==> config.mk <==
export PLATFORM = sky130hd
export DESIGN_NAME = video_timing_gen
export DESIGN_NICKNAME = d
export VERILOG_FILES = /design/src/rtl/video_timing_pkg.sv /design/src/rtl/video_timing_gen_axis_phase_counter.sv /design/src/rtl/video_timing_gen.sv
export SDC_FILE = /design/constraint.sdc
export NUM_CORES = 1
export LEC_CHECK = 0
export BUFFER_PORTS_ARGS = -buffer_cell sky130_fd_sc_hd__clkbuf_2
export CAP_MARGIN = 40
export CORE_MARGIN = 5
export CORE_UTILIZATION = 52
export DETAILED_ROUTE_END_ITERATION = 7
export PLACE_DENSITY = 0.8
export SLEW_MARGIN = 20
export SYNTH_ARGS = -nofsm -noshare
export SYNTH_HDL_FRONTEND = slang
export SYNTH_SLANG_ARGS = --single-unit
==> constraint.sdc <==
create_clock -name i_clk -period 2.7 [get_ports i_clk]
set_input_delay 0.405 -clock i_clk [delete_from_list [all_inputs] [get_ports i_clk]]
set_output_delay 0.405 -clock i_clk [all_outputs]
set_load 0.01 [all_outputs]
==> src/rtl/video_timing_pkg.sv <==
// Shared types and constants for the raster timing generator.
package video_timing_pkg;

  // Output widths: linear position covers up to 2^21 pixels, each axis up to 1024.
  localparam int POS_W    = 21;
  localparam int AXIS_W   = 10;
  localparam int AXIS_MAX = 1 << AXIS_W;
  localparam int POS_MAX  = 1 << POS_W;

  // Phase of one raster axis, in the order it occurs within a line/frame.
  typedef enum logic [1:0] {
    PH_ACTIVE = 2'd0,
    PH_FP     = 2'd1,
    PH_SYNC   = 2'd2,
    PH_BP     = 2'd3
  } phase_e;

  // Timing of one axis, in pixels (horizontal) or lines (vertical).
  typedef struct packed {
    int active;
    int fp;
    int sync;
    int bp;
  } axis_timing_t;

  // 640x480@60, 800x525 total at 25.175 MHz.
  localparam axis_timing_t MODE_640X480_H  = '{active: 640,  fp: 16,  sync: 96, bp: 48};
  localparam axis_timing_t MODE_640X480_V  = '{active: 480,  fp: 10,  sync: 2,  bp: 33};
  // 1280x720@60, 1650x750 total at 74.25 MHz.
  localparam axis_timing_t MODE_1280X720_H = '{active: 1280, fp: 110, sync: 40, bp: 220};
  localparam axis_timing_t MODE_1280X720_V = '{active: 720,  fp: 5,   sync: 5,  bp: 20};

endpackage

==> src/rtl/video_timing_gen_axis_phase_counter.sv <==
// Wrapping counter for one raster axis with carry-out and phase decode.
// The carry-out is qualified by the enable so it can directly advance the
// next (slower) axis.
module axis_phase_counter
  import video_timing_pkg::*;
#(
  parameter int ACTIVE = 640,
  parameter int FP     = 16,
  parameter int SYNC   = 96,
  parameter int BP     = 48,
  parameter int WIDTH  = AXIS_W
) (
  input  logic             i_clk,
  input  logic             i_rst,
  input  logic             i_en,
  output logic [WIDTH-1:0] o_count,
  output logic             o_wrap,
  output phase_e           o_phase
);

  localparam int TOTAL = ACTIVE + FP + SYNC + BP;

  // Phase boundaries held one bit wider so a boundary equal to 2^WIDTH still fits.
  localparam logic [WIDTH:0]   FP_START   = (WIDTH+1)'(ACTIVE);
  localparam logic [WIDTH:0]   SYNC_START = (WIDTH+1)'(ACTIVE + FP);
  localparam logic [WIDTH:0]   BP_START   = (WIDTH+1)'(ACTIVE + FP + SYNC);
  localparam logic [WIDTH-1:0] LAST       = WIDTH'(TOTAL - 1);

  logic [WIDTH-1:0] r_count;
  logic [WIDTH:0]   w_count_ext;

  // Count enabled edges, wrapping to 0 after the last position of the axis.
  always_ff @(posedge i_clk or posedge i_rst) begin
    if (i_rst) begin
      r_count <= '0;
    end else if (i_en) begin
      r_count <= (r_count == LAST) ? '0 : r_count + 1'b1;
    end
  end

  // Decode the phase the current count falls in.
  always_comb begin
    w_count_ext = {1'b0, r_count};
    o_phase     = PH_BP;
    if (w_count_ext < FP_START) begin
      o_phase = PH_ACTIVE;
    end else if (w_count_ext < SYNC_START) begin
      o_phase = PH_FP;
    end else if (w_count_ext < BP_START) begin
      o_phase = PH_SYNC;
    end
  end

  assign o_count = r_count;
  assign o_wrap  = i_en && (r_count == LAST);

endmodule

==> src/rtl/video_timing_gen.sv <==
// Raster timing generator: registered hsync/vsync/blank, linear position,
// axis counts and line/frame start pulses, all aligned to the same edge.
module video_timing_gen
  import video_timing_pkg::*;
#(
  parameter int   H_ACTIVE   = MODE_640X480_H.active,
  parameter int   H_FP       = MODE_640X480_H.fp,
  parameter int   H_SYNC     = MODE_640X480_H.sync,
  parameter int   H_BP       = MODE_640X480_H.bp,
  parameter int   V_ACTIVE   = MODE_640X480_V.active,
  parameter int   V_FP       = MODE_640X480_V.fp,
  parameter int   V_SYNC     = MODE_640X480_V.sync,
  parameter int   V_BP       = MODE_640X480_V.bp,
  parameter logic H_SYNC_POL = 1'b0,
  parameter logic V_SYNC_POL = 1'b0
) (
  input  logic              i_clk,
  input  logic              i_rst,
  input  logic              i_en,
  output logic              o_hsync,
  output logic              o_vsync,
  output logic              o_blank,
  output logic [POS_W-1:0]  o_pixel_pos,
  output logic [AXIS_W-1:0] o_x,
  output logic [AXIS_W-1:0] o_y,
  output logic              o_line_start,
  output logic              o_frame_start
);

  localparam int H_TOTAL = H_ACTIVE + H_FP + H_SYNC + H_BP;
  localparam int V_TOTAL = V_ACTIVE + V_FP + V_SYNC + V_BP;

  // Reject rasters that do not fit the output widths.
  if (H_TOTAL > AXIS_MAX || V_TOTAL > AXIS_MAX || H_TOTAL * V_TOTAL > POS_MAX) begin : g_bad_timing
    $error("video_timing_gen: raster %0dx%0d exceeds output widths", H_TOTAL, V_TOTAL);
  end

  logic [AXIS_W-1:0] w_h_count;
  logic [AXIS_W-1:0] w_v_count;
  logic              w_h_wrap;
  logic              w_v_wrap;
  phase_e            w_h_phase;
  phase_e            w_v_phase;

  logic [POS_W-1:0]  r_pos;
  logic              r_hsync;
  logic              r_vsync;
  logic              r_blank;
  logic [POS_W-1:0]  r_pixel_pos;
  logic [AXIS_W-1:0] r_x;
  logic [AXIS_W-1:0] r_y;
  logic              r_line_start;
  logic              r_frame_start;

  axis_phase_counter #(
    .ACTIVE (H_ACTIVE),
    .FP     (H_FP),
    .SYNC   (H_SYNC),
    .BP     (H_BP),
    .WIDTH  (AXIS_W)
  ) u_h_counter (
    .i_clk   (i_clk),
    .i_rst   (i_rst),
    .i_en    (i_en),
    .o_count (w_h_count),
    .o_wrap  (w_h_wrap),
    .o_phase (w_h_phase)
  );

  // The vertical axis advances once per line, on the horizontal carry-out.
  axis_phase_counter #(
    .ACTIVE (V_ACTIVE),
    .FP     (V_FP),
    .SYNC   (V_SYNC),
    .BP     (V_BP),
    .WIDTH  (AXIS_W)
  ) u_v_counter (
    .i_clk   (i_clk),
    .i_rst   (i_rst),
    .i_en    (w_h_wrap),
    .o_count (w_v_count),
    .o_wrap  (w_v_wrap),
    .o_phase (w_v_phase)
  );

  // Linear position tracks v*H_TOTAL+h incrementally; it wraps with the frame.
  always_ff @(posedge i_clk or posedge i_rst) begin
    if (i_rst) begin
      r_pos <= '0;
    end else if (i_en) begin
      r_pos <= w_v_wrap ? '0 : r_pos + 1'b1;
    end
  end

  // Register the decode of the pre-increment counters; pulses clear on idle edges.
  always_ff @(posedge i_clk or posedge i_rst) begin
    if (i_rst) begin
      r_hsync       <= ~H_SYNC_POL;
      r_vsync       <= ~V_SYNC_POL;
      r_blank       <= 1'b1;
      r_pixel_pos   <= '0;
      r_x           <= '0;
      r_y           <= '0;
      r_line_start  <= 1'b0;
      r_frame_start <= 1'b0;
    end else if (i_en) begin
      r_hsync       <= (w_h_phase == PH_SYNC) ? H_SYNC_POL : ~H_SYNC_POL;
      r_vsync       <= (w_v_phase == PH_SYNC) ? V_SYNC_POL : ~V_SYNC_POL;
      r_blank       <= !((w_h_phase == PH_ACTIVE) && (w_v_phase == PH_ACTIVE));
      r_pixel_pos   <= r_pos;
      r_x           <= w_h_count;
      r_y           <= w_v_count;
      r_line_start  <= (w_h_count == '0);
      r_frame_start <= (w_h_count == '0) && (w_v_count == '0);
    end else begin
      r_line_start  <= 1'b0;
      r_frame_start <= 1'b0;
    end
  end

  assign o_hsync       = r_hsync;
  assign o_vsync       = r_vsync;
  assign o_blank       = r_blank;
  assign o_pixel_pos   = r_pixel_pos;
  assign o_x           = r_x;
  assign o_y           = r_y;
  assign o_line_start  = r_line_start;
  assign o_frame_start = r_frame_start;

endmodule

* Yosys cells after proc, flatten, opt, wreduce, memory -nomap -nowiden
Index checks and enable logic that the tools add are counted.
** Cells by class
- Reductions and logical operators :: 9
- $add $sub $neg :: 3
- Muxes and demuxes :: 13
- $lt $le $gt $ge :: 6
- Equal/unequal tests :: 4
** Operator list (number)
- < comparator 10 bit, second input constant :: 3
- < comparator 10 x 9 -> 1 bit, second input constant :: 3
- adder 21 x 1 -> 21 bit, second input constant :: 1
- two-way mux 21 bit :: 1
- adder 10 x 1 -> 10 bit, second input constant :: 2
- == test 10 bit, second input constant :: 2
- zero test 10 bit :: 2
- two-way mux 10 bit :: 2
- two-way mux 2 bit :: 4
- two-way mux 1 bit :: 6
- == test 2 bit, second input constant :: 2
- logical AND 1 bit :: 4
- zero test 2 bit :: 2
- zero test 1 bit :: 1
** Word-level totals
- Bits of input ports :: 3
- Output and inout port bits :: 46
- Register bits after elaboration :: 87
- Word-level logic and storage cells :: 46

* Longest topological paths before layout
- Depth in word-level cells :: 7
- Depth in mapped cells :: 7
- Gate-level depth less buffers :: 6

* Cells and area by module
A second synthesis with hierarchy kept.
** Second synthesis, totals
- Cells, all modules :: 363
- Area total of the unflattened synthesis :: 4151.5 um^2
** Modules (own cells, without submodules)
- video_timing_gen :: area an instance 2939.1 um^2, seq. area each 1680.4 um^2, cells each 240, instances 1
- axis_phase_counter at u_v_counter :: area an instance 608.1 um^2, seq. area each 250.2 um^2, cells each 61, instances 1
- axis_phase_counter at u_h_counter :: area an instance 604.3 um^2, seq. area each 250.2 um^2, cells each 62, instances 1

* Worst setup path after synthesis
Ideal clock, no wire load.
- Path type :: register to register
- Start point :: register u_h_counter.r_count[0] (netlist: u_h_counter.o_count[0])
- End point :: register r_pos[1]
- Clock period less this slack :: 1.639 ns
- Buffers on the path :: 1
- Arrival time :: 1.505 ns
- Library setup time :: 0.135 ns
- Required time :: 2.565 ns
- Stages on the path, launching flop included :: 7
- Path slack :: 1.061 ns
- Cell sequence :: dfrtp_1 -> ha_1 -> and4_1 -> nand4_1 -> nor2_1 -> buf_2 -> o22ai_1
** On the way
- Longest elaborated chain between the ends :: 4
** Ends and longest elaborated chain
- from (decl) :: RTL line video_timing_gen_axis_phase_counter.sv:29 : logic [WIDTH-1:0] r_count;
- from (signal assigned) :: RTL line video_timing_gen_axis_phase_counter.sv:37 : r_count <= (r_count == LAST) ? '0 : r_count + 1'b1;
- == test 10 bit :: RTL line video_timing_gen_axis_phase_counter.sv:55 : assign o_wrap = i_en && (r_count == LAST);
- logical AND 1 bit (2 in a row) :: RTL line video_timing_gen_axis_phase_counter.sv:55
- two-way mux 21 bit :: RTL line video_timing_gen.sv:91 : r_pos <= w_v_wrap ? '0 : r_pos + 1'b1;
- to (signal assigned) :: RTL line video_timing_gen.sv:91
- to (decl) :: RTL line video_timing_gen.sv:45 : logic [POS_W-1:0] r_pos;
Every way passes these cells.
A chain may end at the register's enable or synchronous reset.

* Final worst setup path
- Start point :: register u_v_counter.r_count[5] (netlist: u_v_counter.o_count[5])
- End point :: register r_pos[1]
** On the way
- Longest elaborated chain between the ends :: 3
** Ends and longest elaborated chain (RTL line)
- from (decl) :: video_timing_gen_axis_phase_counter.sv:29
- from (signal assigned) :: video_timing_gen_axis_phase_counter.sv:37
- == test 10 bit :: video_timing_gen_axis_phase_counter.sv:55
- logical AND 1 bit :: video_timing_gen_axis_phase_counter.sv:55
- two-way mux 21 bit :: video_timing_gen.sv:91
Every way passes these cells.

==> flow_metrics.py <==
metrics = {
    "floorplan": {
        "ios": 49,
        "start_util": 0.536,
        "dieWidth_um": 96.7,
        "rows": 31,
        "die_y_um": 96.7,
        "dieArea_mm2": 0.00935,
        "core_area_mm2": 0.00729,
    },
    "sta": {
        "tns_ns": 0,
        "finalCritPeriodShare": 0.702,
        "max_clock_freq_mhz": 528,
        "setup_violations": 0,
        "slew-limit-headroom": 0.552,
        "rsz0062_at_grt": "no",
        "finalClockSkew_ns": 0.0146,
        "slew_viol_final": 0,
        "post-route-min-period_ns": 1.89,
        "hold_violations": 0,
        "worst_pin_slew_ns": 0.666,
    },
    "clocking": {
        "clockRootBuffer": "clkbuf_8",
        "path_clk_slew_ns": 0.09,
        "worstSkewPairLatency_ns": 0.37,
        "cts_tree": "built",
        "htreeDepth": 3,
        "clock-sinks": 87,
        "post_cts_buffers": 0,
        "cts_buffers": 9,
        "cts.path.max_buffers": 2,
    },
    "power_and_ir_drop": {
        "total_power_mw": 3.01,
        "p_seq_frac": 0.559,
        "pwr_density_cell_mw_per_mm2": 679,
        "p_int_mw": 2.06,
        "clockPowerShare": 0.279,
        "ir_worst_vdd_mv": 0.354,
        "p_comb_frac": 0.162,
        "switching_share": 0.316,
        "p_sw_mw": 0.953,
        "power_leakage_nw": 2.15,
    },
    "setup_path": {
        "start_kind": "flip-flop",
        "critPathKind": "flip-flop to flip-flop",
        "crit_arrival_ns": 2.14,
        "slowest_stage": "nor4_1",
        "crit_path_end_kind": "flip-flop",
        "required_ns": 2.94,
        "crit_fanout": 22,
        "path_cells": "nor4_1 > nand3_1 > nor2_1 > buf_4 > o22ai_1",
        "critPathMaxStageDelay_ns": 0.63,
    },
    "logic_synthesis": {
        "synth_cell_types": 43,
        "netlist_instances": 330,
        "syn_avg_cell_area_um2": 11.8,
        "synth.top_cells.by_area": "dfrtp_1 54%, mux2_2 12%, xor2_1 3.1%, nand4_1 2.6%, nor2_1 2.5%",
        "seq_area_frac_synth": 0.558,
        "yosys_warnings": 0,
        "synth_area_mm2": 0.00391,
        "synth_area_leader_cell": "dfrtp_1",
        "synth_nets": 338,
        "async_flop_share": 1.00,
        "synthFlopType": "dfrtp_1",
        "synth_seq_cells": 87,
        "synth_top_area_share": 0.538,
        "synth-edff-count": 0,
    },
    "job": {
        "maxCapViolations": 0,
    },
    "layout": {
        "antenna_cells": 0,
        "final_nets": 387,
        "postLayoutCellArea_mm2": 0.00444,
        "areaGrowthSynthToFinish_pct": 13.6,
        "drive_gt1_frac": 0.315,
    },
    "route": {
        "first_iter_violations": 120,
        "wl_per_cell_um": 15.7,
        "ant_nets": 0,
        "vias": 2678,
        "wl_mm": 7.61,
        "routed_via_density": 5.54,
        "drc": 0,
        "firstDrtPassIters": 4,
    },
    "grt": {
        "overflow": 0,
        "grt_pass1_wl_mm": 13.3,
        "grt_pass1_vias": 2710,
        "grt_max_degree": 43,
        "antenna_found_initial": 0,
        "grt_use_total": 0.172,
    },
    "min_path": {
        "min_path_type": "input port to flip-flop",
    },
    "placed_design": {
        "gp_congestion": 0.924,
        "place_hpwl_mm": 5.30,
        "port_buffers": 48,
        "postPlaceCellArea_mm2": 0.00425,
    },
    "outcome": {
        "status": "finished, final reports clean",
    },
}
## final cells by class
cell class | count | area, µm²
Timing Repair Buffer | 54 | 300
Fill cell | 618 | 2850
Clock inverter | 7 | 55.1
Clock buffer | 9 | 124
Tap cell | 99 | 124
Sequential cell | 87 | 2180
Inverter | 9 | 35.0
Multi-Input combinational cell | 218 | 1620
## flip-flops by register name, indices dropped and copies added (netlist names)
register	flops
o_y	10
o_pixel_pos	21
o_line_start	1
o_blank	1
o_frame_start	1
u_v_counter.o_count	10
o_x	10
o_vsync	1
r_pos	21
u_h_counter.o_count	10
o_hsync	1
## Yosys cell counts, types with 7 or more instances
master and number:
xor2_1 14, nor2_1 26, dfrtp_1 84, nor3_1 11
nand2_1 16, nand3_1 10, xnor2_1 11, mux2_2 42
inv_1 9, o21ai_0 8, and3_1 7, nand4_1 16
buf_2 9
## per-stage QoR
step	cells	hold WS [ns]	utilization	worst slack, ns
2_1_floorplan	330	0.472	-	0.0498
3_3_place_gp	466	0.356	0.583	0.799
5_1_grt	483	0.510	0.609	0.604
6_report	483	0.488	0.609	0.805
3_5_place_dp	466	0.362	0.583	0.704
4_1_cts	483	0.476	0.609	0.820
## power by group through the flow
| stage | sequential, mW | clock [mW] | combinational (mW) |
|---|---|---|---|
| 2_1_floorplan | 1.65 | 0 | 0.363 |
| 3_3_place_gp | 1.70 | 0 | 0.470 |
| 3_5_place_dp | 1.71 | 0 | 0.491 |
| 4_1_cts | 1.68 | 0.862 | 0.497 |
| 5_1_grt | 1.72 | 0.907 | 0.554 |
| 6_report | 1.68 | 0.842 | 0.487 |
## critical path: cells and delay by family, from the launching register on
family / cells / cell delay, ns
buffers and inverters: 1 / 0.27
flip-flops: 1 / 0.47
AND/OR/NAND/NOR: 3 / 0.89
AO/OA/AOI/OAI: 1 / 0.13
## per-layer routing
layer,GRT usage,up-vias,wire [µm]
met4,0.0637,0,111
met2,0.266,67,3640
li1,-,1271,-
met1,0.232,1330,3480
met3,0.0489,10,372
met5,0,-,0
## cell usage in the layout, fill, tap and decap left out, types with 6 or more instances in the layout
cell / count
nor3_1: 11
and3_1: 7
xor2_1: 14
inv_1: 8
nand2_1: 16
nand4_1: 16
mux2_2: 42
xnor2_1: 11
clkbuf_2: 48
nand3_1: 10
dfrtp_1: 84
nor2_1: 26
o21ai_0: 8
clkbuf_8: 9
and4_1: 6
## kinds of logic (layout without fill, tap and decap cells)
group                    count (synthesis)  after routing  share of synthesized area
multiplexers                            45             45                      0.129
adder cells (fa/ha/maj)                  5              5                     0.0160
buffers and inverters                   25             79                     0.0272
AO/OA/AOI/OAI                           27             27                     0.0426
AND/OR/NAND/NOR                        116            116                      0.171
XOR/XNOR                                25             25                     0.0560
flip-flops                              87             87                      0.558
## what timing repair did
item                                    in CTS  in global routing
endpoints found under the setup margin       0                  0
hold buffers                                 1                  0
resized for setup                            0                  0
endpoints found under the hold margin       14                  0
## worst paths after layout
kind,endpoint,depth (start not counted),slack [ns],startpoint
min in group asynchronous,u_v_counter.o_count[5],3,0.52,i_rst
worst min register to register,o_blank,2,0.49,o_blank
max in group asynchronous,o_hsync,4,1.47,i_rst
worst min-delay path,r_pos[1],3,0.49,i_en
worst max register to register,r_pos[1],5,0.81,u_v_counter.o_count[5]
worst max-delay path,r_pos[1],5,0.81,u_v_counter.o_count[5]
(Power assumes the default switching activity.)
